<file path="src/rtl/pwm_pkg.sv">
// Shared defaults and helpers for the multi-channel PWM block.
package pwm_pkg;
  localparam int PWM_CHANNELS    = 4;
  localparam int PWM_WIDTH       = 8;
  localparam int PWM_PRESC_WIDTH = 4;

  typedef logic [PWM_WIDTH-1:0] duty_t;

  // Phase offset of channel ch, spreading channels evenly over one period.
  function automatic int unsigned stagger_offset(input int unsigned ch,
                                                 input int unsigned width,
                                                 input int unsigned channels);
    return (ch << width) / channels;
  endfunction
endpackage

</file>
<file path="src/rtl/pwm_multi_channel_if.sv">
// Control/status bundle between the duty computation logic and the PWM block.
interface pwm_multi_channel_if
  import pwm_pkg::*;
#(
  parameter int CHANNELS    = PWM_CHANNELS,
  parameter int WIDTH       = PWM_WIDTH,
  parameter int PRESC_WIDTH = PWM_PRESC_WIDTH
);
  logic                             enable;
  logic [PRESC_WIDTH-1:0]           presc;
  logic [CHANNELS-1:0][WIDTH-1:0]   duty_in;
  logic [CHANNELS-1:0]              duty_wr;
  logic                             commit;
  logic [CHANNELS-1:0]              pwm_out;
  logic                             period_start;
  logic                             commit_pending;

  modport master (
    output enable, presc, duty_in, duty_wr, commit,
    input  pwm_out, period_start, commit_pending
  );

  modport slave (
    input  enable, presc, duty_in, duty_wr, commit,
    output pwm_out, period_start, commit_pending
  );
endinterface

</file>
<file path="src/rtl/pwm_prescaler.sv">
// Tick generator: one tick every presc+1 clocks while enabled, idle at 0 otherwise.
module pwm_prescaler
  import pwm_pkg::*;
#(
  parameter int PRESC_WIDTH = PWM_PRESC_WIDTH
) (
  input  logic                   clk,
  input  logic                   reset,
  input  logic                   enable,
  input  logic [PRESC_WIDTH-1:0] presc,
  output logic                   tick
);
  logic [PRESC_WIDTH-1:0] presc_cnt_q, presc_cnt_d;

  // >= lets a reduced presc take effect without waiting for a counter wrap.
  always_comb begin
    tick        = 1'b0;
    presc_cnt_d = '0;
    if (enable) begin
      if (presc_cnt_q >= presc) tick = 1'b1;
      else                      presc_cnt_d = presc_cnt_q + PRESC_WIDTH'(1);
    end
  end

  always_ff @(posedge clk or posedge reset) begin
    if (reset) presc_cnt_q <= '0;
    else       presc_cnt_q <= presc_cnt_d;
  end
endmodule

</file>
<file path="src/rtl/pwm_multi_channel.sv">
// N-channel PWM with prescaler, double-buffered duty committed at period
// boundaries, optional per-channel phase stagger and global enable.
module pwm_multi_channel
  import pwm_pkg::*;
#(
  parameter int CHANNELS    = PWM_CHANNELS,
  parameter int WIDTH       = PWM_WIDTH,
  parameter int PRESC_WIDTH = PWM_PRESC_WIDTH,
  parameter int STAGGER     = 1
) (
  input  logic          clk,
  input  logic          reset,
  pwm_multi_channel_if.slave bus
);
  typedef logic [CHANNELS-1:0][WIDTH-1:0] duty_vec_t;

  if (CHANNELS < 1 || (STAGGER != 0 && (CHANNELS & (CHANNELS - 1)) != 0)) begin : g_bad_cfg
    $error("pwm_multi_channel: CHANNELS must be a power of two when STAGGER=1");
  end

  logic                tick, boundary;
  logic [WIDTH-1:0]    cnt_q, cnt_d;
  duty_vec_t           pending_q, pending_d, active_q, active_d;
  logic [CHANNELS-1:0] pwm_q, pwm_d;
  logic                period_start_q, period_start_d;
  logic                commit_pending_q, commit_pending_d;

  pwm_prescaler #(.PRESC_WIDTH(PRESC_WIDTH)) u_presc (
    .clk    (clk),
    .reset  (reset),
    .enable (bus.enable),
    .presc  (bus.presc),
    .tick   (tick)
  );

  // tick is already gated by enable, so boundary never fires while disabled.
  assign boundary = tick && (cnt_q == {WIDTH{1'b1}});

  always_comb begin
    cnt_d = '0;
    if (bus.enable) cnt_d = tick ? cnt_q + WIDTH'(1) : cnt_q;

    pending_d = pending_q;
    for (int i = 0; i < CHANNELS; i++)
      if (bus.duty_wr[i]) pending_d[i] = bus.duty_in[i];

    // Transfers use pending_q, so a same-cycle write stays pending.
    active_d         = active_q;
    commit_pending_d = commit_pending_q;
    if (!bus.enable) begin
      commit_pending_d = 1'b0;
      if (bus.commit || commit_pending_q) active_d = pending_q;
    end else if (boundary && (bus.commit || commit_pending_q)) begin
      active_d         = pending_q;
      commit_pending_d = 1'b0;
    end else if (bus.commit) begin
      commit_pending_d = 1'b1;
    end

    period_start_d = boundary;
  end

  for (genvar g = 0; g < CHANNELS; g++) begin : g_ch
    localparam logic [WIDTH-1:0] OFFSET =
      (STAGGER != 0) ? WIDTH'(stagger_offset(g, WIDTH, CHANNELS)) : '0;
    logic [WIDTH-1:0] ch_cnt;
    assign ch_cnt   = cnt_q + OFFSET;
    assign pwm_d[g] = bus.enable & (ch_cnt < active_q[g]);
  end

  always_ff @(posedge clk or posedge reset) begin
    if (reset) begin
      cnt_q            <= '0;
      pending_q        <= '0;
      active_q         <= '0;
      pwm_q            <= '0;
      period_start_q   <= 1'b0;
      commit_pending_q <= 1'b0;
    end else begin
      cnt_q            <= cnt_d;
      pending_q        <= pending_d;
      active_q         <= active_d;
      pwm_q            <= pwm_d;
      period_start_q   <= period_start_d;
      commit_pending_q <= commit_pending_d;
    end
  end

  assign bus.pwm_out        = pwm_q;
  assign bus.period_start   = period_start_q;
  assign bus.commit_pending = commit_pending_q;
endmodule

</file>
<file path="src/flat_wrapper.sv">
// flat-port wrapper written by rule: the top's interface ports become plain ports
module pwm_multi_channel_flat import pwm_pkg::*;
#(
  parameter int CHANNELS    = PWM_CHANNELS,
  parameter int WIDTH       = PWM_WIDTH,
  parameter int PRESC_WIDTH = PWM_PRESC_WIDTH,
  parameter int STAGGER     = 1
)
  (clk, reset, bus_enable, bus_presc, bus_duty_in, bus_duty_wr, bus_commit, bus_pwm_out, bus_period_start, bus_commit_pending);
  pwm_multi_channel_if #(.CHANNELS(CHANNELS), .WIDTH(WIDTH), .PRESC_WIDTH(PRESC_WIDTH)) bus_i ();
  input  logic clk;
  input  logic reset;
  input wire logic [$bits(bus_i.enable)-1:0] bus_enable;
  input wire logic [$bits(bus_i.presc)-1:0] bus_presc;
  input wire logic [$bits(bus_i.duty_in)-1:0] bus_duty_in;
  input wire logic [$bits(bus_i.duty_wr)-1:0] bus_duty_wr;
  input wire logic [$bits(bus_i.commit)-1:0] bus_commit;
  output wire logic [$bits(bus_i.pwm_out)-1:0] bus_pwm_out;
  output wire logic [$bits(bus_i.period_start)-1:0] bus_period_start;
  output wire logic [$bits(bus_i.commit_pending)-1:0] bus_commit_pending;
  assign bus_i.enable = bus_enable;
  assign bus_i.presc = bus_presc;
  assign bus_i.duty_in = bus_duty_in;
  assign bus_i.duty_wr = bus_duty_wr;
  assign bus_i.commit = bus_commit;
  assign bus_pwm_out = bus_i.pwm_out;
  assign bus_period_start = bus_i.period_start;
  assign bus_commit_pending = bus_i.commit_pending;
  pwm_multi_channel #(.CHANNELS(CHANNELS), .WIDTH(WIDTH), .PRESC_WIDTH(PRESC_WIDTH), .STAGGER(STAGGER)) u_core (.clk(clk), .reset(reset), .bus(bus_i));
endmodule
</file>
<file path="config.mk">
export PLATFORM = sky130hd
export DESIGN_NAME = pwm_multi_channel_flat
export DESIGN_NICKNAME = d
export VERILOG_FILES = /design/src/rtl/pwm_pkg.sv /design/src/rtl/pwm_multi_channel_if.sv /design/src/rtl/pwm_prescaler.sv /design/src/rtl/pwm_multi_channel.sv /design/src/flat_wrapper.sv
export SDC_FILE = /design/constraint.sdc
export NUM_CORES = 1
export LEC_CHECK = 0
export ABC_AREA = 1
export CORE_MARGIN = 3
export CORE_UTILIZATION = 48
export CTS_BUF_LIST = sky130_fd_sc_hd__clkbuf_8
export DETAILED_ROUTE_END_ITERATION = 7
export GPL_TIMING_DRIVEN = 0
export PLACE_DENSITY = 0.7
export SLEW_MARGIN = 20
export SYNTH_ARGS = -nofsm -noshare
export SYNTH_HDL_FRONTEND = slang
export SYNTH_SLANG_ARGS = --single-unit
</file>
<file path="constraint.sdc">
create_clock -name clk -period 7.6 [get_ports clk]
set_input_delay 1.9 -clock clk [delete_from_list [all_inputs] [get_ports clk]]
set_output_delay 1.9 -clock clk [all_outputs]
set_load 0.01 [all_outputs]
</file>
==> key figures, run 1 <==
Outcome
  – Status: finished, final reports clean

Setup path
  – Critical path fanouts, max: 10
  – Crit path from: bus_presc[3]
  – Slowest CP cell: clkdlybuf4s50_1
  – CP cell instances: clkdlybuf4s50_1 -> inv_1 -> ha_1 -> a21oi_1 -> nand3_2 -> buf_2 -> nand4_4 -> buf_2 -> nand3_1 -> nand2_1
  – Reg2Reg Launch Point: u_core.u_presc.presc_cnt_q[3]$_DFF_PP0_
  – Setup crit start kind: primary input
  – R2R Path End: u_core.active_q[5]$_DFFE_PP0P_
  – Nature of the critical path endpoint: flip-flop
  – Critical setup path kind: primary input to flip-flop
  – R2R Setup Slk: 5.74 ns
  – Most used cell, CP: buf_2
  – CP max stage delay: 0.45 ns
  – Worst reg2reg path depth: 8
  – Worst path required time: 7.90 ns
  – Crit path DAT: 3.80 ns
  – Worst setup path endpoint: u_core.active_q[5]$_DFFE_PP0P_

Timing
  – Final Setup Violations: 0
  – Post-route setup TNS: 0 ns
  – Rel. slew slack: 67.24%
  – Slew Limit Fails: 0
  – Slew @ Worst Pin: 0.4914 ns
  – Min cycle time layout: 3.501 ns
  – Final hold violations: 0
  – RSZ-0062 raised after global routing: false
  – Final period util: 46.07%
  – PnR worst setup slack: 4.099 ns
  – Setup Skew: 0.009607 ns
  – Fmax: 285.6 MHz

Clocking
  – CTS sink cnt: 82
  – CTS clk-pin slew, worst paths: 0.09 ns
  – Worst skew pair latency: 0.36 ns
  – Cts hold-fix bufs: 0
  – CTS Root Cell: clkbuf_8
  – Deepest clock path buffer count: 2
  – # Post-CTS Setup Buffers: 0
  – Total CTS buffers: 9
  – Gates resized, CTS repair: 0
  – CTS tree: done
  – H-tree depth: 3

Global routing
  – Global-route wire length before repair: 14,010 um
  – Grt ovf: 0
  – Vias in the first global route: 3,063
  – Largest net degree at the start of global routing: 44
  – Antenna violations before repair: 0
  – GR Util All Layers: 17.73%

Drt
  – Vias/cell: 5.113
  – Final wirelength: 8082 um
  – Pre-Repair DR Iteration Count: 4
  – Vias: 3,088
  – Number of remaining DRC errors: 0
  – Routed Antenna Nets: 0
  – DR iter-0 viols: 126
  – Wire per inst: 13.38 um

Place
  – DP HPWL: 5968 um
  – IO Port Bufs: 45
  – Post-place setup slack: 3.719 ns
  – Placer Congestion: 0.8953

Power and ir drop
  – Pwr Density: 208.2 nW/um^2
  – Maximum VDD drop: 0.1268 mV
  – Leakage power: 2.498 nW

Floorplanning
  – Core area: 8341 um^2
  – Die H: 99.55 um
  – Num ports: 50
  – Initial Utilization: 50.36%
  – Die footprint: 9909 um^2
  – Row count: 33
  – Chip width: 99.55 um

Synth
  – Yosys warning total: 0
  – Yosys reg bits: 82
  – Mapped Area: 4200 um^2
  – Sequential share of the synthesized area: 48.85%
  – Syn Area/Cell: 9.612 um^2
  – Post-synth net total: 516
  – Cells after Synth: 437
  – Distinct cells, synth: 26

Finish
  – Layout cells sized above 1: 14.03%
  – NumNets Final: 573
  – Layout area overhead: 19.33%
  – Number of diodes: 0

Hold path
  – Type of the worst min-delay path: flip-flop to flip-flop

Job
  – Max cap viols: 0
[sequential cells by signal (all words and copies together), names as in the netlist]
| signal | cells |
|---|---|
| u_core.active_q | 32 |
| u_core.bus.commit_pending | 1 |
| u_core.bus.period_start | 1 |
| u_core.bus.pwm_out | 4 |
| u_core.cnt_q | 8 |
| u_core.pending_q | 32 |
| u_core.u_presc.presc_cnt_q | 4 |
[worst min path at each step]
stage                                            start                                       to  slack (ns)  cells after the start
6_report              u_core.pending_q[19]$_DFFE_PP0P_          u_core.active_q[19]$_DFFE_PP0P_        0.50                      2
5_1_grt        u_core.u_presc.presc_cnt_q[0]$_DFF_PP0_  u_core.u_presc.presc_cnt_q[0]$_DFF_PP0_        0.52                      1
4_1_cts        u_core.u_presc.presc_cnt_q[0]$_DFF_PP0_  u_core.u_presc.presc_cnt_q[0]$_DFF_PP0_        0.50                      1
3_5_place_dp          u_core.pending_q[11]$_DFFE_PP0P_          u_core.active_q[11]$_DFFE_PP0P_        0.48                      2
3_3_place_gp   u_core.u_presc.presc_cnt_q[0]$_DFF_PP0_  u_core.u_presc.presc_cnt_q[0]$_DFF_PP0_        0.48                      1
2_1_floorplan  u_core.u_presc.presc_cnt_q[0]$_DFF_PP0_  u_core.u_presc.presc_cnt_q[0]$_DFF_PP0_        0.45                      1
[layout by cell type (no fill, tap or decap), types with 2 or more instances in the layout]
master and instances:
buf_4 3, a211oi_1 4, clkbuf_1 4, xor2_1 3
mux2_2 32, nand4_1 4, inv_2 2, buf_1 3
ha_1 35, nand2_1 73, nand3_1 72, inv_1 56
o21ai_0 9, buf_6 5, nor2_1 24, inv_6 3
buf_2 3, a21oi_1 13, clkbuf_8 9, clkdlybuf4s50_1 45
nand3_2 2, dfrtp_1 82
[through the flow]
stage | hold WS [ns] | power [mW] | utilization [%] | area [um^2] | std cells
6_report | 0.4987 | 1.043 | 60.10 | 5012 | 604
5_1_grt | 0.5250 | 1.106 | 60.10 | 5012 | 604
4_1_cts | 0.5001 | 1.054 | 60.10 | 5012 | 604
3_5_place_dp | 0.4782 | 0.7242 | 57.61 | 4805 | 588
3_3_place_gp | 0.4797 | 0.7141 | 57.34 | 4782 | 587
2_1_floorplan | 0.4518 | 0.6546 | - | 4200 | 437
[cell type report]
| type | instances | area, um^2 |
|---|---|---|
| tap | 105 | 131.4 |
| timing repair buffer | 46 | 470.5 |
| clock buffer | 9 | 123.9 |
| fill | 714 | 3328 |
| sequential | 82 | 2052 |
| clock inverter | 7 | 83.83 |
| inverter | 59 | 224.0 |
| multi-input combinational | 278 | 1807 |
| buffer | 18 | 120.1 |
[report_power, final]
group / leakage, nW / internal (mW) / total, mW / switching (mW)
sequential: 1.01 / 0.488 / 0.526 / 0.0380
combinational: 1.38 / 0.0920 / 0.188 / 0.0958
clock: 0.103 / 0.158 / 0.330 / 0.172
total: 2.50 / 0.738 / 1.04 / 0.305
[critical path, delay by kind of cell]
| kind | cells | cell delay, ns |
|---|---|---|
| compound gates | 1 | 0.21 |
| buf+inv | 4 | 0.93 |
| simple gates | 4 | 0.42 |
| fa+ha+maj | 1 | 0.32 |
[synthesized netlist by cell type, drive strengths merged]
cell type	number	area share [%]
mux2	32	8.6
buf	14	2.5
nand2	75	6.9
ha	35	10
dfrtp	82	49
clkbuf	4	0.36
nor2	26	2.6
nand3	74	9.1
nand4	5	1.1
inv	59	5.3
a21oi	13	1.5
xnor2	1	0.21
o21ai	9	1.1
o21bai	1	0.18
a211oi	4	0.71
xor2	3	0.63
[logic make-up after synthesis]
group	share of synthesized area, %
AO/OA/AOI/OAI	3.515
XOR/XNOR	0.8342
adder cells (fa/ha/maj)	10.43
buffers and inverters	8.132
flip-flops	48.85
multiplexers	8.579
AND/OR/NAND/NOR	19.66
[per-layer routing]
layer  share of wire, %  vias up  GRT usage [%]
met1                 46     1472          22.86
met4               0.71        0          4.727
met2                 49       62          30.17
met3                4.1        6          3.997
li1                   -     1548              -
met5                  0        -              0
Power figures use the tool's default switching activity.
==> inputs of run 2 (changes only) <==
--- a/config.mk
+++ b/config.mk
@@ -11,7 +11,7 @@
 export CTS_BUF_LIST = sky130_fd_sc_hd__clkbuf_8
 export DETAILED_ROUTE_END_ITERATION = 7
 export GPL_TIMING_DRIVEN = 0
-export PLACE_DENSITY = 0.7
+export PLACE_DENSITY = 0.73
 export SLEW_MARGIN = 20
 export SYNTH_ARGS = -nofsm -noshare
 export SYNTH_HDL_FRONTEND = slang
==> constraint.sdc (replaced) <==
create_clock -name clk -period 2.85 [get_ports clk]
set_input_delay 0.7125 -clock clk [delete_from_list [all_inputs] [get_ports clk]]
set_output_delay 0.7125 -clock clk [all_outputs]
set_load 0.01 [all_outputs]
==> run 2 against run 1 <==
Compared with the run above: power grew to 2.5 times the previous value; sequential power grew to 2.7 times the previous value; cell count stayed put; via count hardly changed; register-to-register slack worse by 4.7 ns; combinational power grew to 2.7 times the previous value; cell area is 0.90% lower; largest cell class unchanged; largest power group unchanged.
==> key figures, run 2 (synthesized netlist as in run 1, its figures left out) <==
Drt
  – Highest routed layer: met4
  – Vias: 3,086 (-0.065%)
  – Vias/cell: 5.109 (about the same)
  – Final wirelength: 8103 um (+0.26%)
  – Pre-Repair DR Iteration Count: 4 (unchanged)
  – Number of remaining DRC errors: 0 (unchanged)
  – Met1 Wirelength: 3676 um (-0.70%)
  – Metal2 WL: 3968 um (-0.58%)
  – WL met3: 376 um (+14%)
  – DR iter-0 viols: 106 (-16%)
  – Routed Antenna Nets: 0 (unchanged)
  – Wire per inst: 13.42 um (+0.26%)

Power and ir drop
  – Leakage power: 2.486 nW (-0.46%)
  – Clock power share: 27.1% (-4.5 points)
  – Total Power: 2.618 mW (+150%)
  – Maximum VDD drop: 0.3075 mV (+140%)
  – Internal power: 1.854 mW (+150%)
  – Combinational share of power: 19.4% (+1.4 points)
  – Pwr Density: 527.1 nW/um^2 (+150%)
  – Psw: 0.7640 mW (+150%)
  – Sw Ratio: 29.18% (-0.095 points)
  – Sequential power share: 53.5% (+3.1 points)

Clocking
  – CTS sink cnt: 82 (unchanged)
  – # Post-CTS Setup Buffers: 0 (unchanged)
  – Cts hold-fix bufs: 0 (unchanged)
  – CTS Root Cell: clkbuf_8
  – Total CTS buffers: 9 (unchanged)
  – Deepest clock path buffer count: 2 (unchanged)
  – H-tree depth: 3 (unchanged)
  – Worst skew pair latency: 0.35 ns (about the same)
  – CTS clk-pin slew, worst paths: 0.08 ns (about the same)
  – Gates resized, CTS repair: 0 (unchanged)
  – CTS tree: done

Timing
  – PnR worst setup slack: 0.5560 ns (-3.543 ns)
  – Final hold violations: 0 (unchanged)
  – Setup Skew: 0.007960 ns (-0.001647 ns)
  – Rel. slew slack: 67.15% (-0.093 points)
  – Final period util: 80.49%
  – Final Setup Violations: 0 (unchanged)
  – Slew @ Worst Pin: 0.4928 ns (+0.001401 ns)
  – RSZ-0062 raised after global routing: false
  – Hold WS: 0.4955 ns (-0.003211 ns)
  – Fmax: 435.9 MHz
  – Slew Limit Fails: 0 (unchanged)
  – Min cycle time layout: 2.294 ns

Setup path
  – Critical path fanouts, max: 10 (unchanged)
  – CP cell instances: clkdlybuf4s50_1 -> inv_1 -> ha_1 -> a21oi_1 -> nand3_2 -> buf_2 -> nand4_4 -> buf_2 -> nand3_1 -> nand2_1
  – R2R Setup Slk: 1.01 ns (-4.73 ns)
  – Slowest CP cell: clkdlybuf4s50_1
  – Nature of the critical path endpoint: flip-flop
  – Most used cell, CP: buf_2
  – Setup crit start kind: primary input
  – CP max stage delay: 0.46 ns (about the same)
  – Worst path required time: 3.14 ns (-4.76 ns)
  – Crit path DAT: 2.59 ns (-1.21 ns)
  – Critical setup path kind: primary input to flip-flop

Finish
  – Number of diodes: 0 (unchanged)
  – Layout area overhead: 18.26%
  – Most frequent cells in the layout: 82 x dfrtp_1, 73 x nand2_1, 72 x nand3_1
  – Most common cell after layout, fill and taps aside: dfrtp_1
  – Fill cells: 735 (+2.9%)
  – Layout cells sized above 1: 13.63% (-0.40 points)
  – Multi-input gate area: 1807 um^2 (unchanged)
  – Top flop regs: u_core.active_q x32, u_core.pending_q x32, u_core.cnt_q x8
  – NumNets Final: 573 (unchanged)
  – Design area: 4967 um^2 (-0.90%)
  – Fin cells: 604 (unchanged)
  – Reg area: 2052 um^2 (unchanged)

Floorplanning
  – Num ports: 50 (unchanged)
  – Die H: 99.55 um (unchanged)
  – Die footprint: 9909 um^2 (unchanged)
  – Row count: 33 (unchanged)
  – Core area: 8341 um^2 (unchanged)
  – Chip width: 99.55 um (unchanged)
  – Initial Utilization: 50.36% (unchanged)

Place
  – DP HPWL: 6022 um (+0.91%)
  – DP Area: 4805 um^2 (unchanged)
  – Placer Congestion: 0.8593 (-4.0%)
  – Placed cell count: 588 (unchanged)
  – IO Port Bufs: 45 (unchanged)
  – Post-place setup slack: 0.1883 ns (-3.530 ns)

Global routing
  – Antenna violations before repair: 0 (unchanged)
  – Global-route wire length before repair: 14,330 um (+2.3%)
  – Grt ovf: 0 (unchanged)
  – Largest net degree at the start of global routing: 44 (unchanged)
  – Vias in the first global route: 3,141 (+2.5%)
  – GR Util All Layers: 18.02% (+0.29 points)

Job
  – Max cap viols: 0 (unchanged)

Outcome
  – Status: finished, final reports clean

Hold path
  – Type of the worst min-delay path: flip-flop to flip-flop
## run 2: changes by cell type in the layout (fill, tap and decap cells not counted), sizes merged
cell | previous run | this run
clkinv | 1 | 4
bufinv | 1 | 0
inv | 63 | 61
## run 2: critical path: cells and delay by family
kind	cells	cell delay, ns
buffers and inverters	4	0.93
AND/OR/NAND/NOR	4	0.44
adder cells (fa/ha/maj)	1	0.32
AO/OA/AOI/OAI	1	0.18
## run 2: final cells by class
type | instances | area share, %
flip-flops and latches | 82 | 41.31
multi-input cells | 278 | 36.37
repair buffers | 46 | 9.471
inverters | 59 | 4.509
well taps | 105 | 2.645
clock buffers | 9 | 2.494
plain buffers | 18 | 2.418
clock inverters | 7 | 0.7809
## run 2: per-stage QoR
| stage | utilization [%] | TNS, ns |
|---|---|---|
| floorplan | - | 0 |
| global placement | 57.34 | -96.17 |
| detailed placement | 57.61 | 0 |
| CTS | 59.56 | 0 |
| global route | 59.56 | 0 |
| finish | 59.56 | 0 |
## run 2: layer usage
layer / up-vias / global-route usage (%)
met1: 1470 / 22.67
met2: 55 / 31.40
met4: 0 / 4.937
li1: 1554 / -
met3: 7 / 3.857
met5: - / 0
## run 2: path summary, 6_finish.rpt
kind / startpoint / to / depth (start not counted)
max in group asynchronous: reset / u_core.u_presc.presc_cnt_q[1]$_DFF_PP0_ / 3
hold reg to reg: u_core.pending_q[25]$_DFFE_PP0P_ / u_core.active_q[25]$_DFFE_PP0P_ / 2
setup reg to reg: u_core.u_presc.presc_cnt_q[3]$_DFF_PP0_ / u_core.active_q[18]$_DFFE_PP0P_ / 10
setup / recovery: bus_presc[3] / u_core.active_q[18]$_DFFE_PP0P_ / 10
min in group asynchronous: reset / u_core.pending_q[17]$_DFFE_PP0P_ / 2
hold / removal: u_core.pending_q[25]$_DFFE_PP0P_ / u_core.active_q[25]$_DFFE_PP0P_ / 2
## run 2: power by group through the flow
stage | Clock, mW | Sequential (mW) | Combinational, mW
after floorplan | 0 | 1.39 | 0.354
after global placement | 0 | 1.42 | 0.482
after detailed placement | 0 | 1.43 | 0.511
after CTS | 0.727 | 1.40 | 0.516
after global routing | 0.777 | 1.42 | 0.590
final | 0.710 | 1.40 | 0.509
==> inputs of run 3 (changes only) <==
--- a/config.mk
+++ b/config.mk
@@ -11,7 +11,7 @@
 export CTS_BUF_LIST = sky130_fd_sc_hd__clkbuf_8
 export DETAILED_ROUTE_END_ITERATION = 7
 export GPL_TIMING_DRIVEN = 0
-export PLACE_DENSITY = 0.73
+export PLACE_DENSITY = 0.7
 export SLEW_MARGIN = 20
 export SYNTH_ARGS = -nofsm -noshare
 export SYNTH_HDL_FRONTEND = slang
==> constraint.sdc (replaced) <==
create_clock -name clk -period 2.26 [get_ports clk]
set_input_delay 0.565 -clock clk [delete_from_list [all_inputs] [get_ports clk]]
set_output_delay 0.565 -clock clk [all_outputs]
set_load 0.01 [all_outputs]
==> run 3 against run 2 <==
Compared with the run above: power increased by 31%; utilization up 0.98 points; largest cell class unchanged; first-iteration DRC count down 23%; die area did not move; clock power increased by 42%; register-to-register slack got worse by 0.60 ns; sequential share of layout area fell by 0.67 points.
==> key figures, run 3 (synthesized netlist as in run 1, its figures left out) <==
Outcome
  – Status: finished, final reports clean

Place
  – Placer Congestion: 0.8930 (+3.9%)
  – IO Port Bufs: 45 (unchanged)
  – DP HPWL: 6145 um (+2.0%)

Hold path
  – Type of the worst min-delay path: flip-flop to flip-flop
  – Worst Hold Launch: u_core.u_presc.presc_cnt_q[0]$_DFF_PP0_

Setup path
  – Setup crit start kind: primary input
  – Critical setup path kind: primary input to flip-flop
  – Worst path required time: 2.52 ns (-0.62 ns)
  – Nature of the critical path endpoint: flip-flop
  – Crit path from: bus_presc[3]
  – Reg2Reg Launch Point: u_core.u_presc.presc_cnt_q[2]$_DFF_PP0_
  – Critical path fanouts, max: 10 (unchanged)
  – Crit path DAT: 2.39 ns (-0.20 ns)

Floorplanning
  – Initial Utilization: 50.36% (unchanged)
  – Die footprint: 9909 um^2 (unchanged)
  – Core area: 8341 um^2 (unchanged)
  – Row count: 33 (unchanged)
  – Die H: 99.55 um (unchanged)
  – Num ports: 50 (unchanged)
  – Chip width: 99.55 um (unchanged)

Finish
  – Top flop regs: u_core.active_q x32, u_core.pending_q x32, u_core.cnt_q x8
  – Layout area overhead: 20.20%
  – Most frequent cells in the layout: 82 x dfrtp_1, 73 x nand2_1, 72 x nand3_1
  – Most common cell after layout, fill and taps aside: dfrtp_1
  – Number of diodes: 0 (unchanged)
  – Fill cells: 726 (-1.2%)
  – Layout cells sized above 1: 14.37% (+0.74 points)
  – NumNets Final: 575 (+0.35%)
  – Final core occ: 60.53% (+0.98 points)

Timing
  – Setup Skew: 0.01704 ns (+0.009080 ns)
  – Final period util: 94.06%
  – Fmax: 470.4 MHz
  – Slew @ Worst Pin: 0.4818 ns (-0.01100 ns)
  – Rel. slew slack: 67.81% (+0.67 points)
  – Hold WS: 0.4985 ns (+0.003035 ns)
  – Min cycle time layout: 2.126 ns
  – Slew Limit Fails: 0 (unchanged)
  – Final Setup Violations: 0 (unchanged)
  – RSZ-0062 raised after global routing: false
  – Final hold violations: 0 (unchanged)

Drt
  – Routed Antenna Nets: 0 (unchanged)
  – Wire per inst: 13.52 um (+0.79%)
  – Final wirelength: 8194 um (+1.1%)
  – DR iter-0 viols: 82 (-23%)
  – Number of remaining DRC errors: 0 (unchanged)
  – Vias/cell: 5.068 (-0.81%)
  – Vias: 3,071 (-0.49%)
  – Pre-Repair DR Iteration Count: 4 (unchanged)

Clocking
  – H-tree depth: 3 (unchanged)
  – Total CTS buffers: 9 (unchanged)
  – CTS clk-pin slew, worst paths: 0.08 ns (about the same)
  – CTS sink cnt: 82 (unchanged)
  – Deepest clock path buffer count: 2 (unchanged)
  – # Post-CTS Setup Buffers: 0 (unchanged)
  – Worst skew pair latency: 0.37 ns (+0.02 ns)
  – CTS Root Cell: clkbuf_8
  – Cts hold-fix bufs: 0 (unchanged)
  – CTS tree: done

Global routing
  – GR Util All Layers: 18.21% (+0.19 points)
  – Grt ovf: 0 (unchanged)
  – Global-route wire length before repair: 14,170 um (-1.1%)
  – Antenna violations before repair: 0 (unchanged)
  – Vias in the first global route: 3,066 (-2.4%)
  – Largest net degree at the start of global routing: 28 (-36%)

Power and ir drop
  – Pwr Density: 678.5 nW/um^2 (+29%)
  – Maximum VDD drop: 0.3889 mV (+26%)
  – Leakage power: 2.513 nW (+1.1%)

Job
  – Max cap viols: 0 (unchanged)
-- run 3: final cells by class --
type	instances	area, um^2	share of cell area [%]
clock buffer	9	123.9	2.454
clock inverter	7	58.81	1.165
buffer	18	125.1	2.478
sequential	82	2052	40.64
inverter	59	225.2	4.461
tap	105	131.4	2.602
multi-input combinational	278	1807	35.79
timing repair buffer	48	525.5	10.41
-- run 3: power breakdown --
group          switching (mW)  internal (mW)
sequential              0.126           1.64
clock                   0.594          0.420
combinational           0.325          0.319
total                    1.05           2.38
-- run 3: routing by layer --
layer  global-route usage, %  wire length [um]  part of all wire, %  vias to the layer above
met3                   4.558               377                  4.6                       11
met2                   30.22              3999                   49                       53
met5                       0                 0                    0                        -
li1                        -                 -                    -                     1554
met4                   6.197               121                  1.5                        0
met1                   23.27              3696                   45                     1453
-- run 3: timing repair --
action,4_1_cts,5_1_grt
setup endpoints to repair,0,12
hold endpoints to repair,0,0
gates resized for setup,0,2
-- run 3: stage by stage --
stage	setup TNS, ns	instance area [um^2]	total power, mW	setup WS, ns	std cells
after floorplan	0	4204	2.202	0.4567	437
after global placement	-18.82	4786	2.403	-0.2260	587
after detailed placement	-8.757	4861	2.449	-0.2605	590
after CTS	0	5044	3.461	0.1343	606
after global routing	0	5049	3.643	0.007561	606
final	0	5049	3.425	0.1342	606
-- run 3: worst max-delay path: stages --
cell             delay [ns]
clkdlybuf4s50_1        0.45
inv_1                  0.04
ha_1                   0.31
nand2_1                0.06
inv_1                  0.04
nand2_1                0.06
nand3_2                0.09
buf_2                  0.24
nand4_4                0.15
clkbuf_4               0.23
nand3_1                0.08
nand2_1                0.06
-- run 3: path summary, 6_finish.rpt --
kind,cells after the start,endpoint,slack [ns]
max,12,u_core.active_q[11]$_DFFE_PP0P_,0.13
min,1,u_core.u_presc.presc_cnt_q[0]$_DFF_PP0_,0.50
max reg2reg,10,u_core.active_q[11]$_DFFE_PP0P_,0.41
min reg2reg,1,u_core.u_presc.presc_cnt_q[0]$_DFF_PP0_,0.50
max in group asynchronous,4,u_core.active_q[28]$_DFFE_PP0P_,1.04
min in group asynchronous,2,u_core.active_q[5]$_DFFE_PP0P_,0.56
